### src/rtl/user_tag_generator_if.sv
// Tag stream bundle: per-lane tag time, channel and edge, with a contiguous lane-valid mask.
interface user_tag_generator_if #(
  parameter int unsigned WORD_WIDTH = 4
);
  logic                        tvalid;
  logic                        tready;
  logic [WORD_WIDTH-1:0][63:0] tagtime;
  logic [WORD_WIDTH-1:0][4:0]  channel;
  logic [WORD_WIDTH-1:0]       rising_edge;
  logic [WORD_WIDTH-1:0]       tkeep;

  modport master (output tvalid, tagtime, channel, rising_edge, tkeep, input tready);
  modport slave  (input tvalid, tagtime, channel, rising_edge, tkeep, output tready);
endinterface

### src/rtl/user_tag_generator.sv
// Synthetic periodic pulse-train tag source, W time-sorted tags per beat.
// Optional pseudo-random pulse offset enabled by defining TAG_GEN_JITTER_EN.
module user_tag_generator #(
  parameter int unsigned WORD_WIDTH  = 4,
  parameter int unsigned JITTER_BITS = 8
) (
  input  logic        clk,
  input  logic        rst_n,
  input  logic        start,
  input  logic        stop,
  input  logic [4:0]  cfg_channel,
  input  logic [63:0] cfg_start_time,
  input  logic [63:0] cfg_period,
  input  logic [63:0] cfg_high_time,
  input  logic [31:0] cfg_count,
  input  logic [15:0] cfg_seed,
  output logic        busy,
  output logic        done,
  output logic        cfg_error,
  user_tag_generator_if.master m_axis
);

  typedef enum logic [1:0] {IDLE, RUN, FLUSH, DRAIN} state_t;

  state_t      state, state_next;
  logic [4:0]  ch_q;
  logic [63:0] period_q, high_q;
  logic        bounded_q;
  logic [31:0] remaining_q;
  logic        fall_pending_q;
  logic [63:0] next_rise_q, rise_t_q, off_q;
  logic        cfg_ok;

`ifdef TAG_GEN_JITTER_EN
  logic [15:0] lfsr_q, lfsr_c;

  function automatic logic [15:0] lfsr_step(input logic [15:0] l);
    return {l[14:0], l[15] ^ l[13] ^ l[12] ^ l[10]};
  endfunction

  assign cfg_ok = (cfg_high_time != '0) && (cfg_high_time < cfg_period) &&
                  ({1'b0, cfg_period} > ({1'b0, cfg_high_time} + (65'd1 << JITTER_BITS)));
`else
  logic unused_cfg;
  assign unused_cfg = ^{cfg_seed, 1'(JITTER_BITS)};
  assign cfg_ok = (cfg_high_time != '0) && (cfg_high_time < cfg_period);
`endif

  // Beat builder: walks the event sequence lane by lane from the registered cursor.
  logic [WORD_WIDTH-1:0][63:0] b_time, f_time;
  logic [WORD_WIDTH-1:0]       b_rise, b_keep;
  logic                        c_fall;
  logic [63:0]                 c_next, c_rise, c_off;
  logic [31:0]                 c_rem;
  logic                        will_end;

  always_comb begin
    b_time = '0;
    b_rise = '0;
    b_keep = '0;
    c_fall = fall_pending_q;
    c_next = next_rise_q;
    c_rise = rise_t_q;
    c_off  = off_q;
    c_rem  = remaining_q;
`ifdef TAG_GEN_JITTER_EN
    lfsr_c = lfsr_q;
`endif
    for (int unsigned i = 0; i < WORD_WIDTH; i++) begin
      if (!(bounded_q && c_rem == '0)) begin
        b_keep[i] = 1'b1;
        if (!c_fall) begin
`ifdef TAG_GEN_JITTER_EN
          c_off  = 64'(lfsr_c[JITTER_BITS-1:0]);
          lfsr_c = lfsr_step(lfsr_c);
`endif
          b_time[i] = c_next + c_off;
          b_rise[i] = 1'b1;
          c_rise    = c_next;
          c_fall    = 1'b1;
        end else begin
          b_time[i] = c_rise + high_q + c_off;
          c_next    = c_rise + period_q;
          c_fall    = 1'b0;
          if (bounded_q) c_rem = c_rem - 32'd1;
        end
      end
    end
    will_end  = bounded_q && (c_rem == '0);
    f_time    = '0;
    f_time[0] = rise_t_q + high_q + off_q;
  end

  logic fire, free;
  logic load_beat, load_flush, accept, reject, done_next;

  assign fire = m_axis.tvalid && m_axis.tready;
  assign free = !m_axis.tvalid || m_axis.tready;
  assign busy = (state != IDLE);

  always_ff @(posedge clk or negedge rst_n) begin
    if (!rst_n) state <= IDLE;
    else        state <= state_next;
  end

  // Count exhaustion outranks stop: the final beat is loaded even if stop arrives with it.
  always_comb begin
    state_next = state;
    load_beat  = 1'b0;
    load_flush = 1'b0;
    accept     = 1'b0;
    reject     = 1'b0;
    done_next  = 1'b0;
    unique case (state)
      IDLE: begin
        if (start) begin
          if (cfg_ok) begin
            accept     = 1'b1;
            state_next = RUN;
          end else begin
            reject = 1'b1;
          end
        end
      end
      RUN: begin
        if (free && will_end) begin
          load_beat  = 1'b1;
          state_next = DRAIN;
        end else if (stop) begin
          if (fall_pending_q) begin
            if (free) begin
              load_flush = 1'b1;
              state_next = DRAIN;
            end else begin
              state_next = FLUSH;
            end
          end else if (free) begin
            done_next  = 1'b1;
            state_next = IDLE;
          end else begin
            state_next = DRAIN;
          end
        end else if (free) begin
          load_beat = 1'b1;
        end
      end
      FLUSH: begin
        if (free) begin
          load_flush = 1'b1;
          state_next = DRAIN;
        end
      end
      DRAIN: begin
        if (free) begin
          done_next  = 1'b1;
          state_next = IDLE;
        end
      end
      default: state_next = IDLE;
    endcase
  end

  always_ff @(posedge clk or negedge rst_n) begin
    if (!rst_n) begin
      done               <= 1'b0;
      cfg_error          <= 1'b0;
      ch_q               <= '0;
      period_q           <= '0;
      high_q             <= '0;
      bounded_q          <= 1'b0;
      remaining_q        <= '0;
      fall_pending_q     <= 1'b0;
      next_rise_q        <= '0;
      rise_t_q           <= '0;
      off_q              <= '0;
`ifdef TAG_GEN_JITTER_EN
      lfsr_q             <= 16'h0001;
`endif
      m_axis.tvalid      <= 1'b0;
      m_axis.tagtime     <= '0;
      m_axis.channel     <= '0;
      m_axis.rising_edge <= '0;
      m_axis.tkeep       <= '0;
    end else begin
      done <= done_next;
      if (reject) cfg_error <= 1'b1;
      if (accept) begin
        cfg_error      <= 1'b0;
        ch_q           <= cfg_channel;
        period_q       <= cfg_period;
        high_q         <= cfg_high_time;
        bounded_q      <= (cfg_count != '0);
        remaining_q    <= cfg_count;
        fall_pending_q <= 1'b0;
        next_rise_q    <= cfg_start_time;
        rise_t_q       <= cfg_start_time;
        off_q          <= '0;
`ifdef TAG_GEN_JITTER_EN
        lfsr_q         <= (cfg_seed == '0) ? 16'h0001 : cfg_seed;
`endif
      end
      if (load_beat) begin
        m_axis.tvalid      <= 1'b1;
        m_axis.tagtime     <= b_time;
        m_axis.rising_edge <= b_rise;
        m_axis.tkeep       <= b_keep;
        for (int unsigned i = 0; i < WORD_WIDTH; i++)
          m_axis.channel[i] <= b_keep[i] ? ch_q : '0;
        fall_pending_q <= c_fall;
        next_rise_q    <= c_next;
        rise_t_q       <= c_rise;
        off_q          <= c_off;
        remaining_q    <= c_rem;
`ifdef TAG_GEN_JITTER_EN
        lfsr_q         <= lfsr_c;
`endif
      end else if (load_flush) begin
        m_axis.tvalid      <= 1'b1;
        m_axis.tagtime     <= f_time;
        m_axis.rising_edge <= '0;
        m_axis.tkeep       <= WORD_WIDTH'(1);
        m_axis.channel     <= '0;
        m_axis.channel[0]  <= ch_q;
        fall_pending_q     <= 1'b0;
      end else if (fire) begin
        m_axis.tvalid <= 1'b0;
      end
    end
  end

endmodule

### src/flat_wrapper.sv
// flat-port wrapper written by rule: the top's interface ports become plain ports
module user_tag_generator_flat 
#(
  parameter int unsigned WORD_WIDTH  = 4,
  parameter int unsigned JITTER_BITS = 8
)
  (clk, rst_n, start, stop, cfg_channel, cfg_start_time, cfg_period, cfg_high_time, cfg_count, cfg_seed, busy, done, cfg_error, m_axis_tvalid, m_axis_tagtime, m_axis_channel, m_axis_rising_edge, m_axis_tkeep, m_axis_tready);
  user_tag_generator_if #(.WORD_WIDTH(WORD_WIDTH)) m_axis_i ();
  input  logic clk;
  input  logic rst_n;
  input  logic start;
  input  logic stop;
  input  logic [4:0] cfg_channel;
  input  logic [63:0] cfg_start_time;
  input  logic [63:0] cfg_period;
  input  logic [63:0] cfg_high_time;
  input  logic [31:0] cfg_count;
  input  logic [15:0] cfg_seed;
  output logic busy;
  output logic done;
  output logic cfg_error;
  output wire logic [$bits(m_axis_i.tvalid)-1:0] m_axis_tvalid;
  output wire logic [$bits(m_axis_i.tagtime)-1:0] m_axis_tagtime;
  output wire logic [$bits(m_axis_i.channel)-1:0] m_axis_channel;
  output wire logic [$bits(m_axis_i.rising_edge)-1:0] m_axis_rising_edge;
  output wire logic [$bits(m_axis_i.tkeep)-1:0] m_axis_tkeep;
  input wire logic [$bits(m_axis_i.tready)-1:0] m_axis_tready;
  assign m_axis_tvalid = m_axis_i.tvalid;
  assign m_axis_tagtime = m_axis_i.tagtime;
  assign m_axis_channel = m_axis_i.channel;
  assign m_axis_rising_edge = m_axis_i.rising_edge;
  assign m_axis_tkeep = m_axis_i.tkeep;
  assign m_axis_i.tready = m_axis_tready;
  user_tag_generator #(.WORD_WIDTH(WORD_WIDTH), .JITTER_BITS(JITTER_BITS)) u_core (.clk(clk), .rst_n(rst_n), .start(start), .stop(stop), .cfg_channel(cfg_channel), .cfg_start_time(cfg_start_time), .cfg_period(cfg_period), .cfg_high_time(cfg_high_time), .cfg_count(cfg_count), .cfg_seed(cfg_seed), .busy(busy), .done(done), .cfg_error(cfg_error), .m_axis(m_axis_i));
endmodule
### config.mk
export PLATFORM = sky130hd
export DESIGN_NAME = user_tag_generator_flat
export DESIGN_NICKNAME = d
export VERILOG_FILES = /design/src/rtl/user_tag_generator_if.sv /design/src/rtl/user_tag_generator.sv /design/src/flat_wrapper.sv
export SDC_FILE = /design/constraint.sdc
export NUM_CORES = 2
export LEC_CHECK = 0
export CAP_MARGIN = 20
export CORE_ASPECT_RATIO = 1.4
export CORE_MARGIN = 3
export CORE_UTILIZATION = 55
export DETAILED_ROUTE_END_ITERATION = 12
export PLACE_DENSITY = 0.77
export SYNTH_ARGS = -nofsm -noshare
export SYNTH_HDL_FRONTEND = slang
export SYNTH_SLANG_ARGS = --single-unit
### constraint.sdc
create_clock -name clk -period 18.7 [get_ports clk]
set_clock_uncertainty 0.15 [all_clocks]
set_input_delay 1.87 -clock clk [delete_from_list [all_inputs] [get_ports clk]]
set_output_delay 1.87 -clock clk [all_outputs]
set_load 0.1 [all_outputs]
==> results.json <==
{
  "status": "finished clean",
  "seq_area_mm2": 0.0146,
  "num_rows": 143,
  "place_congestion": 1.09,
  "rsz0062_at_grt": "no",
  "clk_latency_ps": 700,
  "post-route-min-period_ps": 16530,
  "synth_edf_count": 0,
  "fillerInstances": 9676,
  "firstDrtPassIters": 9,
  "yosys_most_used_dff": "dfrtp_1",
  "netlist_area_mm2": 0.0603,
  "core_area_mm2": 0.109,
  "crit_family": "simple AND/OR/NAND/NOR gates",
  "drt_wl_total_mm": 278,
  "critPathSlowestCell": "or4_1",
  "port_buffers": 521,
  "synthTopCellsByCount": "nand2_1, a21oi_1, dfrtp_1",
  "vias_per_cell": 6.81,
  "grt_pass1_wl_mm": 405,
  "post_cts_buffers": 0,
  "max_slew_margin_pct": 14.2,
  "numCtsBuffers": 68,
  "crit_fanout": 36,
  "syn_avg_cell_area_um2": 7.82,
  "syn_inst": 7712,
  "fin_cells": 9540,
  "yosys-top-cells-area": "dfrtp_1, ha_1, nand2_1",
  "gr-usage-all-layers_pct": 47.5,
  "crit_required_ps": 19080,
  "die_w_um": 286,
  "cts-root-buf": "clkbuf_16",
  "synth_fp_nets": 8553,
  "worst_ep_arrival_time_ps": 16910,
  "cp_num_buf_inv": 3,
  "whs_ps": 327,
  "area_delta_synth_final_pct": 14.5,
  "cts_tree": "yes",
  "ys_types": 106,
  "post_cts_resized": 0,
  "path_class": "flip-flop to flip-flop",
  "detail-route-antenna-nets": 0,
  "period_share_pct": 88.4,
  "cp_slowest_stage_delay_ps": 720,
  "wl_per_cell_um": 29.1,
  "dpl.hpwl_mm": 214,
  "worst_pin_slew_ps": 1270,
  "grt_max_degree": 141,
  "drive_above_1_share_pct": 5.22,
  "place_inst": 9403,
  "die_area_mm2": 0.114,
  "setup_viol": 0,
  "grt_overflow": 0,
  "drt_drc_violations_left": 0,
  "htree_levels": 3,
  "hold_viol_final": 0,
  "maxSlewViolCount": 0,
  "drv_cap": 0,
  "vias": 65000,
  "yosys_warnings": 0,
  "grt_pass1_vias": 63500,
  "seq_area_frac_synth_pct": 24.2,
  "ios": 538,
  "cts_hold_buf": 0,
  "hold_path.class": "flip-flop to flip-flop",
  "fmax_ghz": 0.0605,
  "final_core_util_pct": 63.6,
  "startpoint_type": "flip-flop",
  "cts_buffer_depth": 3,
  "synth_async_sr_flop_share_pct": 100,
  "cts.reportedPaths.clkPinSlew_ps": 70,
  "setup_tns_ps": 0,
  "synth_top_area_cell": "dfrtp_1",
  "initial_core_util_pct": 55.5,
  "initialDrtViolationCount": 6627,
  "antenna_found_initial": 19,
  "synth_top_area_share_pct": 24.2,
  "die_h_um": 398,
  "crit_top_cell": "a211oi_1",
  "multiInputGateArea_mm2": 0.0434,
  "clock-sinks": 584,
  "synth_seq_cells": 584,
  "endpoint_kind": "flip-flop",
  "nets": 8868,
  "synth_most_common_cell": "nand2_1"
}
==> metrics by stage <==
stage / setup slack, ps / cell area (µm²)
4_1_cts: 2730 / 68900
6_report: 2170 / 69000
5_1_grt: 1740 / 69000
3_5_place_dp: 2780 / 66600
2_1_floorplan: 7220 / 60300
3_3_place_gp: 2950 / 66600
==> metal layers <==
layer | up-vias | part of all wire, % | routed length [µm] | track usage, %
met5 | - | 0.016 | 44 | 0
li1 | 28900 | - | - | -
met4 | 6 | 12 | 32600 | 45.4
met1 | 30700 | 34 | 93300 | 51.1
met2 | 4008 | 45 | 124000 | 76.5
met3 | 1386 | 9.9 | 27400 | 11.1
==> cells by family after synthesis <==
kind of cell / count (synthesis) / synth area share (%)
AO/OA/AOI/OAI: 2540 / 27.2
XOR/XNOR: 526 / 7.64
AND/OR/NAND/NOR: 2664 / 20.6
adder cells (fa/ha/maj): 591 / 12.4
flip-flops: 584 / 24.2
buffers and inverters: 587 / 4.10
multiplexers: 220 / 3.85
==> cells in the final DEF (no fill, tap or decap), types with 22 or more instances in the layout <==
cell type	netlist	layout
a21o_1	241	240
mux2i_1	126	126
nand4_1	64	64
buf_4	12	86
nand3_1	180	180
a21oi_1	700	700
o21ai_0	499	497
o21ai_1	44	46
a21boi_0	42	42
clkbuf_16	0	70
and2_1	66	64
o2bb2ai_1	44	44
and3_1	91	91
mux2_2	94	94
xnor2_1	291	291
nor2_1	558	552
xor2_1	235	235
o21a_1	72	72
ha_1	583	580
dfrtp_1	584	584
inv_1	216	216
o21bai_1	63	63
nor2b_1	79	79
nor4_1	60	57
a31oi_1	195	194
a22o_1	180	180
o31ai_1	49	49
nand2b_1	95	94
nor3_1	181	180
or3_1	67	67
nand2_1	1066	1062
a211oi_1	123	123
a211o_1	22	22
or2_2	40	39
clkdlybuf4s50_1	0	519
o211ai_1	50	50
==> final timing paths <==
check	slack, ps	from	depth (start not counted)	end
max in group asynchronous	14390	rst_n	4	u_core.m_axis.tvalid
min in group asynchronous	980	rst_n	1	u_core.m_axis.tagtime[171]
min	330	u_core.m_axis.tkeep[2]	1	u_core.m_axis.tkeep[2]
min reg2reg	330	u_core.m_axis.tkeep[2]	1	u_core.m_axis.tkeep[2]
max reg2reg	2170	u_core.remaining_q[3]	43	u_core.next_rise_q[63]
max	2170	u_core.remaining_q[3]	43	u_core.next_rise_q[63]
==> state kept, by name, summed over array words and instances (netlist names), 5 cells and up, named ones only <==
name	count
u_core.high_q	64
u_core.m_axis.channel	20
u_core.period_q	64
u_core.m_axis.tagtime	256
u_core.remaining_q	32
u_core.ch_q	5
u_core.rise_t_q	64
u_core.next_rise_q	64
==> area by class of cell <==
class / instances / share of cell area (%)
Clock buffer: 87 / 2.76
Sequential cell: 584 / 21.2
Multi-Input combinational cell: 6541 / 62.9
Antenna cell: 12 / 0.0435
Tap cell: 1450 / 2.63
Inverter: 219 / 1.19
Clock inverter: 34 / 0.636
Timing Repair Buffer: 613 / 8.65
Power is left out: the tool's default activity adds up to more than one toggle a clock period on the data nets, which glitch-free logic cannot reach.
